[src/rtl/safety_mute_ctrl_pkg.sv]
// Shared types and helpers for the RF safety mute controller.
// Holds the FSM encoding and gain/counter sizing.
package am_safety_pkg;

  typedef enum logic [2:0] {
    IDLE      = 3'd0,
    RAMP_UP   = 3'd1,
    RUN       = 3'd2,
    RAMP_DOWN = 3'd3,
    FAULT     = 3'd4
  } state_e;

  localparam int FCW = 8;

  function automatic logic [31:0] gain_max(int unsigned w);
    if (w >= 32) return '1;
    return (32'd1 << w) - 32'd1;
  endfunction

endpackage

[src/rtl/safety_mute_ctrl_if.sv]
// Control/status bundle between host, watchdog and the mute controller.
// master drives requests, slave is the controller.
interface safety_mute_if #(
  parameter int GAIN_WIDTH = 16
);
  import am_safety_pkg::*;

  logic                  wd_triggered;
  logic                  wd_warning;
  logic                  estop;
  logic                  rf_enable_req;
  logic                  clear_fault;
  logic [GAIN_WIDTH-1:0] gain;
  logic                  rf_active;
  logic                  muted;
  logic                  fault_latched;
  logic                  warn_out;
  logic [2:0]            state;
  logic [FCW-1:0]        fault_count;

  modport master (
    output wd_triggered, wd_warning, estop,
    output rf_enable_req, clear_fault,
    input  gain, rf_active, muted,
    input  fault_latched, warn_out,
    input  state, fault_count
  );

  modport slave (
    input  wd_triggered, wd_warning, estop,
    input  rf_enable_req, clear_fault,
    output gain, rf_active, muted,
    output fault_latched, warn_out,
    output state, fault_count
  );

endinterface

[src/rtl/safety_mute_ctrl_ramp_tick_gen.sv]
// Ramp tick divider: one tick every DIV enabled cycles.
// Sync clear restarts the phase so the first tick lands DIV cycles later.
module ramp_tick_gen #(
  parameter int DIV = 4
) (
  input  logic clk,
  input  logic rstn,
  input  logic clr_i,
  input  logic en_i,
  output logic tick_o
);

  localparam int CW = (DIV > 1) ? $clog2(DIV) : 1;
  localparam logic [CW-1:0] LAST = CW'(DIV - 1);

  logic [CW-1:0] cnt_q, cnt_d;

  assign tick_o = en_i && (cnt_q == LAST);

  always_comb begin
    cnt_d = cnt_q;
    if (clr_i)     cnt_d = '0;
    else if (en_i) cnt_d = (cnt_q == LAST) ? '0 : cnt_q + 1'b1;
  end

  always_ff @(posedge clk or negedge rstn) begin
    if (!rstn) cnt_q <= '0;
    else       cnt_q <= cnt_d;
  end

endmodule

[src/rtl/safety_mute_ctrl.sv]
// RF gain safety controller: ramps modulator gain, latches faults
// on watchdog timeout or e-stop and mutes until a gated host clear.
module safety_mute_ctrl
  import am_safety_pkg::*;
#(
  parameter int GAIN_WIDTH     = 16,
  parameter int RAMP_STEP      = 4096,
  parameter int RAMP_DIV       = 4,
  parameter int HOLDOFF_CYCLES = 8
) (
  input  logic         clk,
  input  logic         rstn,
  safety_mute_if.slave bus
);

  localparam int GW = GAIN_WIDTH;
  localparam int HW = (HOLDOFF_CYCLES > 0) ?
                      $clog2(HOLDOFF_CYCLES + 1) : 1;
  localparam logic [GW-1:0] GMAX = GW'(gain_max(GW));
  localparam logic [GW:0]   STEP = (GW+1)'(RAMP_STEP);
  localparam logic [HW-1:0] HOLD = HW'(HOLDOFF_CYCLES);

  state_e         state_q, state_d;
  logic [GW-1:0]  gain_q, gain_d;
  logic           fault_q, fault_d;
  logic           muted_q, muted_d;
  logic           rf_q, rf_d;
  logic           warn_q;
  logic [FCW-1:0] cnt_q, cnt_d;
  logic [HW-1:0]  hold_q, hold_d;

  logic          tick, tick_clr, tick_en;
  logic [GW:0]   up_w;
  logic [GW-1:0] gain_up, gain_dn;
  logic          at_zero, hold_done, clr_ok;

  assign tick_en  = (state_q == RAMP_UP) ||
                    (state_q == RAMP_DOWN);
  assign tick_clr = (state_d != state_q) &&
                    ((state_d == RAMP_UP) ||
                     (state_d == RAMP_DOWN));

  ramp_tick_gen #(.DIV(RAMP_DIV)) u_tick (
    .clk    (clk),
    .rstn   (rstn),
    .clr_i  (tick_clr),
    .en_i   (tick_en),
    .tick_o (tick)
  );

  // Widened arithmetic clamps instead of wrapping.
  assign up_w    = {1'b0, gain_q} + STEP;
  assign gain_up = (up_w > {1'b0, GMAX}) ? GMAX : up_w[GW-1:0];
  assign gain_dn = ({1'b0, gain_q} < STEP) ? '0 :
                   gain_q - STEP[GW-1:0];

  assign at_zero   = (gain_q == '0) || (tick && gain_dn == '0);
  assign hold_done = (hold_q == HOLD);
  assign clr_ok    = bus.clear_fault && hold_done &&
                     !bus.wd_triggered && !bus.estop;

  always_ff @(posedge clk or negedge rstn) begin
    if (!rstn) begin
      state_q <= IDLE;
      gain_q  <= '0;
      fault_q <= 1'b0;
      muted_q <= 1'b1;
      rf_q    <= 1'b0;
      warn_q  <= 1'b0;
      cnt_q   <= '0;
      hold_q  <= '0;
    end else begin
      state_q <= state_d;
      gain_q  <= gain_d;
      fault_q <= fault_d;
      muted_q <= muted_d;
      rf_q    <= rf_d;
      warn_q  <= bus.wd_warning;
      cnt_q   <= cnt_d;
      hold_q  <= hold_d;
    end
  end

  always_comb begin
    state_d = state_q;
    fault_d = fault_q;
    if (bus.estop || bus.wd_triggered) fault_d = 1'b1;
    unique case (state_q)
      IDLE: begin
        if (bus.estop || bus.wd_triggered) state_d = FAULT;
        else if (bus.rf_enable_req)        state_d = RAMP_UP;
      end
      RAMP_UP: begin
        if (bus.estop)                   state_d = FAULT;
        else if (bus.wd_triggered)       state_d = RAMP_DOWN;
        else if (!bus.rf_enable_req)     state_d = RAMP_DOWN;
        else if (tick && gain_up == GMAX) state_d = RUN;
      end
      RUN: begin
        if (bus.estop) state_d = FAULT;
        else if (bus.wd_triggered || !bus.rf_enable_req)
          state_d = RAMP_DOWN;
      end
      RAMP_DOWN: begin
        if (bus.estop)   state_d = FAULT;
        else if (at_zero) state_d = fault_d ? FAULT : IDLE;
        else if (bus.rf_enable_req && !fault_q &&
                 !bus.wd_triggered)
          state_d = RAMP_UP;
      end
      FAULT: begin
        if (clr_ok) begin
          state_d = IDLE;
          fault_d = 1'b0;
        end
      end
      default: state_d = IDLE;
    endcase
  end

  always_comb begin
    gain_d = gain_q;
    unique case (state_d)
      RUN:       gain_d = GMAX;
      RAMP_UP:   if (state_q == RAMP_UP && tick) gain_d = gain_up;
      RAMP_DOWN: if (state_q == RAMP_DOWN && tick) gain_d = gain_dn;
      default:   gain_d = '0;
    endcase
    muted_d = (gain_d == '0);
    rf_d    = (state_d == RUN);
    cnt_d   = cnt_q;
    if (fault_d && !fault_q && cnt_q != '1) cnt_d = cnt_q + 1'b1;
    hold_d = '0;
    if (state_q == FAULT) hold_d = hold_done ? hold_q : hold_q + 1'b1;
  end

  assign bus.gain          = gain_q;
  assign bus.rf_active     = rf_q;
  assign bus.muted         = muted_q;
  assign bus.fault_latched = fault_q;
  assign bus.warn_out      = warn_q;
  assign bus.state         = state_q;
  assign bus.fault_count   = cnt_q;

endmodule

[src/flat_wrapper.sv]
// flat-port wrapper written by rule: the top's interface ports become plain ports
module safety_mute_ctrl_flat import am_safety_pkg::*;
#(
  parameter int GAIN_WIDTH     = 16,
  parameter int RAMP_STEP      = 4096,
  parameter int RAMP_DIV       = 4,
  parameter int HOLDOFF_CYCLES = 8
)
  (clk, rstn, bus_wd_triggered, bus_wd_warning, bus_estop, bus_rf_enable_req, bus_clear_fault, bus_gain, bus_rf_active, bus_muted, bus_fault_latched, bus_warn_out, bus_state, bus_fault_count);
  safety_mute_if #(.GAIN_WIDTH(GAIN_WIDTH)) bus_i ();
  input  logic clk;
  input  logic rstn;
  input wire logic [$bits(bus_i.wd_triggered)-1:0] bus_wd_triggered;
  input wire logic [$bits(bus_i.wd_warning)-1:0] bus_wd_warning;
  input wire logic [$bits(bus_i.estop)-1:0] bus_estop;
  input wire logic [$bits(bus_i.rf_enable_req)-1:0] bus_rf_enable_req;
  input wire logic [$bits(bus_i.clear_fault)-1:0] bus_clear_fault;
  output wire logic [$bits(bus_i.gain)-1:0] bus_gain;
  output wire logic [$bits(bus_i.rf_active)-1:0] bus_rf_active;
  output wire logic [$bits(bus_i.muted)-1:0] bus_muted;
  output wire logic [$bits(bus_i.fault_latched)-1:0] bus_fault_latched;
  output wire logic [$bits(bus_i.warn_out)-1:0] bus_warn_out;
  output wire logic [$bits(bus_i.state)-1:0] bus_state;
  output wire logic [$bits(bus_i.fault_count)-1:0] bus_fault_count;
  assign bus_i.wd_triggered = bus_wd_triggered;
  assign bus_i.wd_warning = bus_wd_warning;
  assign bus_i.estop = bus_estop;
  assign bus_i.rf_enable_req = bus_rf_enable_req;
  assign bus_i.clear_fault = bus_clear_fault;
  assign bus_gain = bus_i.gain;
  assign bus_rf_active = bus_i.rf_active;
  assign bus_muted = bus_i.muted;
  assign bus_fault_latched = bus_i.fault_latched;
  assign bus_warn_out = bus_i.warn_out;
  assign bus_state = bus_i.state;
  assign bus_fault_count = bus_i.fault_count;
  safety_mute_ctrl #(.GAIN_WIDTH(GAIN_WIDTH), .RAMP_STEP(RAMP_STEP), .RAMP_DIV(RAMP_DIV), .HOLDOFF_CYCLES(HOLDOFF_CYCLES)) u_core (.clk(clk), .rstn(rstn), .bus(bus_i));
endmodule
[config.mk]
export PLATFORM = sky130hd
export DESIGN_NAME = safety_mute_ctrl_flat
export DESIGN_NICKNAME = d
export VERILOG_FILES = /design/src/rtl/safety_mute_ctrl_pkg.sv /design/src/rtl/safety_mute_ctrl_if.sv /design/src/rtl/safety_mute_ctrl_ramp_tick_gen.sv /design/src/rtl/safety_mute_ctrl.sv /design/src/flat_wrapper.sv
export SDC_FILE = /design/constraint.sdc
export NUM_CORES = 1
export LEC_CHECK = 0
export CORE_MARGIN = 2
export CORE_UTILIZATION = 25
export CTS_CLUSTER_DIAMETER = 60
export CTS_CLUSTER_SIZE = 30
export DETAILED_ROUTE_END_ITERATION = 7
export PLACE_DENSITY = 0.53
export SLEW_MARGIN = 20
export SYNTH_ARGS = -nofsm -noshare
export SYNTH_HDL_FRONTEND = slang
export SYNTH_HIERARCHICAL = 1
export SYNTH_SLANG_ARGS = --single-unit
export TNS_END_PERCENT = 30
[constraint.sdc]
create_clock -name clk -period 5.2 [get_ports clk]
set_clock_uncertainty 0.2 [all_clocks]
set_input_delay 1.04 -clock clk [delete_from_list [all_inputs] [get_ports clk]]
set_output_delay 1.04 -clock clk [all_outputs]
set_load 0.02 [all_outputs]
==> metrics.md, run 1 <==
| Metric | Value |
|---|---|
| Status | finished, final reports clean |
| Main synth FF type | dfrtp_1 |
| Kind of start point of the critical path | flop |
| Vias in the first global route | 1708 |
| Crit-path slowest cell | or4b_2 |
| Final worst-path cycle share | 67.7% |
| Number of different library cells in the post-synthesis netlist | 55 |
| Largest vdd supply drop | 0.000107 V |
| Adder-Cell Fraction of Synth Area | 3.55% |
| Wire length reported by the detailed router | 5.02 mm |
| Minimum period implied by the final worst setup slack | 3.52 ns |
| Final Slew Violations | 0 |
| Worst-path clk slew | 0.07 ns |
| Reported leakage power | approximately 1.1 nW |
| Total track usage | roughly an eighth |
| Initial Util | between 20 and 30% |
| Total grt overflow | 0 |
| Cell count after synthesis | 213 |
| CTS sink cnt | 37 |
| Fraction of registers with async set/reset | 100% |
| Critical register-to-register path startpoint | u_core/bus.gain[12] |
| Non-Filler Instances | 352 |
| Number of antenna violations at the first check in global routing | 0 |
| Number of endpoints with negative hold slack in the final report | 0 |
| Total Neg Setup Slack | 0 ns |
| Flip-flop and latch count after synthesis | 37 |
| CP bufs+invs | 1 |
| Boundary pin count | 38 |
| Placed cell count | approximately 350 |
| Slowest Stage Delay on Critical Path | 0.65 ns |
| Fmax | 284 MHz |
| Skew-Pair Late Insertion Delay | ~0.29 ns |
| Maximum buffer depth of the clock tree | 2 |
| PostCTS Resize Cnt | 0 |
| Remaining number of nets flagged by the antenna check after routing | 0 |
| Number of buffers inserted for hold repair after clock tree synthesis | 0 |
| Count of flip-flops with a built-in enable after synthesis | 0 |
| Cell row count | 33 |
| Critical path start-end classification | reg -> reg |
| Floorplan die area | 9210 µm² |
| Top-count cell post-synth | dfrtp_1 |
| Setup violation total in the final timing report | 0 |
| Relative max-transition margin | 45.7% |
| Horizontal die dimension | around 96 µm |
| Syn. warnings | 6 |
| Area added between synthesis and finish | 24.6% |
| Placeable core area | 8220 µm² |
| Category of the worst setup path capture point | flop |
| Post-CTS Setup Inserts | 0 |
| Die height | 96.0 µm |
| Max-cap violations | 0 |
| Vias per Instance | about 5.0 |
| Simple-Gate Fraction of Synth Area | 23.8% |
| Global-route wire length before repair | 8.53 mm |
| Combinational family with the most area after synthesis | simple AND/OR/NAND/NOR gates |
| Critical path data required time | 5.18 ns |
| Complex-gate fraction of the synthesized area | 16.4% |
| Initial DRT Pass Iterations | 4 |
| Setup repair after global routing missed its margin | false |
| Worst path top cell family by delay | compound AO/OA/AOI/OAI gates |
| Wire length per cell after detailed routing | 14.3 µm |
| Mapped cell area | 2110 µm² |
| Share of final-layout standard cells stronger than drive strength 1 | 7.29% |
| R2R Setup Slk | 1.68 ns |
| Hold_sp | u_core/bus.fault_count[5] |
| DPL Wire Length | 3.52 mm |
| Clock tree from TritonCTS | built |
| DR iter-0 viols | 106 |
| Synth top area share | between 40% and 50% |
| Number of nets at the end of the flow | 260 |
| DRC Markers | 0 |
| Capturing point of the worst reg2reg path | u_core/bus.gain[9] |
| TritonCTS Buffers | 5 |
| Min-Delay Path Depth | 1 |
| Post-synthesis share of cell area spent on xor and xnor gates | 4.97% |
| Share of cell area taken by muxes after synthesis | 2.96% |
| H-Tree Depth | 2 |
| Endpoint with the worst hold slack | u_core/bus.fault_count[5] |
| Final weighted congestion in routability-driven placement | 0.757 |
| Worst Reg2Reg Path Length in Cells | 8 |
| Peak fanout along the critical path | 25 |
| Seq/Total Area, Yosys | a little over two fifths |
| Min-Delay Path Class | reg -> reg |
| Synthesized area per cell | 9.93 µm² |
| Dominant cells by area after synthesis | dfrtp_1, o21a_1, ha_1 |
| Number of buffer cells added on primary ports | 37 |
| Via total after detailed routing | 1746 |
| Top cell type by total area after synthesis | dfrtp_1 |
| Actual transition at the worst max-transition pin | between 0.8 and 0.9 ns |
| Diodes inserted | 0 |
| Root cell of the clock tree | clkbuf_8 |
| Total power density per cell area | 283 nW/µm² |
| Post-synthesis net count | 226 |
| Data arrival at the endpoint of the critical path | 3.50 ns |
| Critical-path cell list | inv_1 -> ha_1 -> or4b_2 -> a21oi_1 -> o221ai_1 -> a31oi_4 -> nand2_2 -> o21a_1 |
| Pin count of the biggest net entering global routing | 38 |
| Top cell types by occurrence after synthesis | dfrtp_1, nor2_1, nand2_1, o21a_1 |
[final cells by class]
| type | count | area (µm²) |
|---|---|---|
| Clock buffer | 6 | 72.6 |
| Inverter | 8 | 30.0 |
| Sequential cell | 37 | 927 |
| Clock inverter | 1 | 8.76 |
| Multi-Input combinational cell | 157 | 1090 |
| Tap cell | 105 | 131 |
| Timing Repair Buffer | 38 | 373 |
| Fill cell | 839 | 5580 |
[sequential cells by signal, summed over array words and instances, names as in the netlist]
signal	flops
u_core/bus.state	3
u_core/bus.gain	16
u_core/bus.muted	1
u_core/bus.fault_latched	1
u_core/bus.fault_count	8
u_core/bus.rf_active	1
u_core/bus.warn_out	1
u_core/hold_q	4
u_core/u_tick/cnt_q	2
[where the power goes]
group	total [mW]	internal [mW]	switching, mW
sequential	0.366	0.327	0.0389
combinational	0.185	0.0886	0.0960
clock	0.195	0.0928	0.102
[cell families after synthesis]
group                      Yosys count
AOI/OAI and AO/OA                   47
xor gates and xnor gates            12
adders and majority gates            6
buffers and inverters               19
DFF                                 37
muxes                                6
and+or+nand+nor                     86
[cells in the final DEF (no fill, tap or decap), types with 3 or more instances in the layout]
cell type / netlist / routed
a21oi_1: 7 / 7
xor2_1: 4 / 4
clkbuf_8: 0 / 5
nand3_1: 4 / 4
nand3b_1: 5 / 5
o21a_1: 13 / 13
nor3_1: 3 / 3
o21ai_0: 3 / 3
inv_1: 8 / 8
dfrtp_1: 36 / 36
mux2i_1: 4 / 4
nor4_1: 5 / 5
clkdlybuf4s50_1: 0 / 36
or4_1: 3 / 3
o21ai_1: 4 / 4
and3_1: 3 / 3
nand4_1: 8 / 8
xnor2_1: 8 / 8
nor2b_1: 6 / 6
nand2_1: 13 / 13
and2_1: 3 / 3
nor2_1: 17 / 17
ha_1: 6 / 6
nand2b_1: 4 / 4
[worst register-to-register path: cells and delay by family (launching register included)]
| family | cells | cell delay [ns] |
|---|---|---|
| AO/OA/AOI/OAI | 4 | 1.22 |
| AND/OR/NAND/NOR | 2 | 0.96 |
| flip-flops | 1 | 0.63 |
| adder cells (fa/ha/maj) | 1 | 0.30 |
| buffers and inverters | 1 | 0.09 |
[worst max-delay path by stage]
stage,startpoint,to,slack [ns],cells past startpoint
after floorplan,u_core/bus.gain[12],u_core/u_tick/cnt_q[0],2.17,11
after global placement,bus_wd_triggered,u_core/bus.gain[11],1.44,7
after detailed placement,bus_wd_triggered,u_core/bus.gain[9],1.40,7
after CTS,u_core/bus.gain[12],u_core/bus.gain[9],1.68,8
after global routing,u_core/bus.gain[12],u_core/bus.gain[8],1.37,8
final,u_core/bus.gain[12],u_core/bus.gain[9],1.68,8
[metal layers]
metal	up-vias	wire length [µm]	share of wire, %	GRT usage, %
met5	-	0	0	0
met3	5	250	5.0	2.58
met2	52	2250	45	18.6
met4	0	83	1.7	4.29
li1	844	-	-	-
met1	845	2430	48	16.1
[stage by stage]
step / total power [mW] / utilization [%] / setup WS (ns) / area [µm²] / hold WS, ns
finish: 0.746 / 32.1 / 1.68 / 2640 / 0.285
global route: 0.793 / 32.1 / 1.37 / 2640 / 0.319
CTS: 0.757 / 32.1 / 1.68 / 2640 / 0.291
detailed placement: 0.559 / 31.1 / 1.40 / 2550 / 0.277
global placement: 0.554 / 31.1 / 1.44 / 2550 / 0.272
floorplan: 0.488 / - / 2.17 / 2110 / 0.290
No activity file was read; power rests on OpenSTA's default activity.
==> inputs of run 2 (changes only) <==
- clock period: 5.2 -> 3.3 ns (I/O delays scaled with it)
==> metrics.md, run 2 (synthesis results as in run 1) <==
| Metric | Value |
|---|---|
| Worst Reg2Reg Path Length in Cells | 9 (was 8) |
| Floorplan die area | 9210 µm² (unchanged) |
| Number of buffers inserted for hold repair after clock tree synthesis | 0 (unchanged) |
| Initial DRT Pass Iterations | 4 (unchanged) |
| Wire length reported by the detailed router | 5.17 mm (was 5.02 mm) |
| CP bufs+invs | 2 (was 1) |
| Worst-path clk slew | 0.08 ns (was 0.07 ns) |
| Placement-stage cell area | 2650 µm² (was 2550 µm²) |
| DRC Markers | 0 (unchanged) |
| Area taken by flip-flops and latches | 927 µm² (unchanged) |
| Pin count of the biggest net entering global routing | 38 (unchanged) |
| Critical path data required time | 3.33 ns (was 5.18 ns) |
| CTS sink cnt | 37 (unchanged) |
| Share of final-layout standard cells stronger than drive strength 1 | 12.3% (was 7.29%) |
| Minimum period implied by the final worst setup slack | 2.96 ns (was 3.52 ns) |
| Setup repair after global routing missed its margin | false (unchanged) |
| Kind of start point of the critical path | flop (unchanged) |
| Crit. path cell count | 9 (was 8) |
| Fmax | 338 MHz (was 284 MHz) |
| Horizontal die dimension | 96.0 µm (unchanged) |
| Remaining number of nets flagged by the antenna check after routing | 0 (unchanged) |
| Number of fillers in the final layout | 852 (was 839) |
| Met2 Track Usage GR | 18.8% (was 18.6%) |
| PostCTS Resize Cnt | 0 (unchanged) |
| Largest vdd supply drop | 0.000160 V (was 0.000107 V) |
| Total grt overflow | 0 (unchanged) |
| Cell row count | 33 (unchanged) |
| R2R Setup Slk | 0.34 ns (was 1.68 ns) |
| Worst path top cell family by delay | compound AO/OA/AOI/OAI gates (unchanged) |
| Crit-path slowest cell | or4b_2 (unchanged) |
| Placeable core area | 8220 µm² (unchanged) |
| Maximum buffer depth of the clock tree | 2 (unchanged) |
| Max-cap violations | 0 (unchanged) |
| Met3 Resource Use GR | 3.13% (was 2.58%) |
| Root cell of the clock tree | clkbuf_8 (unchanged) |
| DR iter-0 viols | 106 (unchanged) |
| Critical-path cell list | inv_1 -> ha_1 -> or4b_2 -> a21oi_1 -> o221ai_1 -> a31oi_4 -> buf_4 -> a2111o_1 -> and2_1 (was inv_1 -> ha_1 -> or4b_2 -> a21oi_1 -> o221ai_1 -> a31oi_4 -> nand2_2 -> o21a_1) |
| Final weighted congestion in routability-driven placement | 0.766 (was 0.757) |
| Total design power | 1.28 mW (was 0.746 mW) |
| Max reg flops | 16 (unchanged) |
| Data arrival at the endpoint of the critical path | 2.99 ns (was 3.50 ns) |
| Wire length per cell after detailed routing | 14.1 µm (was 14.3 µm) |
| Post-layout instance area | 2760 µm² (was 2640 µm²) |
| Area added between synthesis and finish | 30.7% (was 24.6%) |
| Category of the worst setup path capture point | flop (unchanged) |
| Final worst-path cycle share | 89.6% (was 67.7%) |
| DPL Wire Length | 3.79 mm (was 3.52 mm) |
| Area occupied by multi-input gates | 1090 µm² (unchanged) |
| Die height | 96.0 µm (unchanged) |
| Number of nets at the end of the flow | 273 (was 260) |
| Total power density per cell area | 463 nW/µm² (was 283 nW/µm²) |
| Number of antenna violations at the first check in global routing | 0 (unchanged) |
| Reported leakage power | 1.17 nW (was 1.09 nW) |
| Capturing point of the worst reg2reg path | u_core/bus.gain[12] (was u_core/bus.gain[9]) |
| Vias in the first global route | 1813 (was 1708) |
| Via total after detailed routing | 1797 (was 1746) |
| Critical path start-end classification | reg -> reg (unchanged) |
| TritonCTS Buffers | 5 (unchanged) |
| Post-CTS Setup Inserts | 0 (unchanged) |
| Critical register-to-register path startpoint | u_core/bus.gain[13] (was u_core/bus.gain[12]) |
| Relative max-transition margin | 43.7% (was 45.7%) |
| H-Tree Depth | 2 (unchanged) |
| Clock tree from TritonCTS | built (unchanged) |
| Slowest Stage Delay on Critical Path | 0.63 ns (was 0.65 ns) |
| Number of endpoints with negative hold slack in the final report | 0 (unchanged) |
| Met1 global-route usage | 16.8% (was 16.1%) |
| Min-Delay Path Class | in -> async (was reg -> reg) |
| Number of buffer cells added on primary ports | 37 (unchanged) |
| Diodes inserted | 0 (unchanged) |
| Launch point of the worst path | u_core/bus.gain[13] (was u_core/bus.gain[12]) |
| Skew-Pair Late Insertion Delay | 0.29 ns (about the same) |
| Peak fanout along the critical path | 14 (was 25) |
| Status | finished, final reports clean (unchanged) |
| Busiest metal layer after global routing | met2 (unchanged) |
| Final Slew Violations | 0 (unchanged) |
| Vias per Instance | 4.91 (was 4.96) |
| Boundary pin count | 38 (unchanged) |
| Commonest cells after routing, fill and taps aside | clkdlybuf4s50_1, dfrtp_1, nor2_1 (unchanged) |
| End point of the critical path | u_core/bus.gain[12] (was u_core/bus.gain[9]) |
| Setup violation total in the final timing report | 0 (unchanged) |
| Total Neg Setup Slack | 0 ns (unchanged) |
| Global-route wire length before repair | 8.89 mm (was 8.53 mm) |
| Initial Util | 25.7% (unchanged) |
| Total track usage | 12.3% (was 11.9%) |
| Actual transition at the worst max-transition pin | 0.845 ns (was 0.814 ns) |
==> run 2: cell count changes in the layout (fill, tap and decap cells not counted), sizes merged <==
cell / change
bufinv: +1
buf: +13
==> run 2: how the worst min path moves through the flow <==
stage	slack (ns)	startpoint	end
2_1_floorplan	0.16	rstn	u_core/bus.fault_count[0]
6_report	0.28	rstn	u_core/bus.gain[3]
5_1_grt	0.31	u_core/bus.fault_count[5]	u_core/bus.fault_count[5]
4_1_cts	0.29	u_core/bus.fault_count[5]	u_core/bus.fault_count[5]
3_5_place_dp	0.28	u_core/bus.fault_count[5]	u_core/bus.fault_count[5]
3_3_place_gp	0.27	u_core/bus.fault_count[5]	u_core/bus.fault_count[5]
==> run 2: area by class of cell <==
class	instances	share of cell area, %
clock buffers	6	2.63
clock inverters	2	1.40
inverters	8	1.09
multi-input cells	157	39.5
flip-flops and latches	37	33.6
well taps	105	4.76
repair buffers	51	17.0
==> run 2: power breakdown <==
group	leakage, nW	internal [mW]	switching, mW
sequential	0.487	0.516	0.0540
clock	0.0554	0.227	0.168
combinational	0.624	0.152	0.163
==> run 2: through the flow <==
stage / std cells / hold slack (ns) / util (%) / setup slack (ns)
6_report: 366 / 0.280 / 33.6 / 0.344
5_1_grt: 366 / 0.315 / 33.6 / 0.143
4_1_cts: 366 / 0.291 / 33.6 / 0.337
3_5_place_dp: 358 / 0.277 / 32.3 / 0.238
3_3_place_gp: 358 / 0.273 / 32.3 / 0.266
2_1_floorplan: 213 / 0.164 / - / 0.274
==> run 2: per-layer routing <==
layer  share of wire [%]  vias to the layer above
li1                    -                      867
met1                  49                      889
met2                  46                       33
met3                 3.0                        8
met4                 2.1                        0
met5                   0                        -
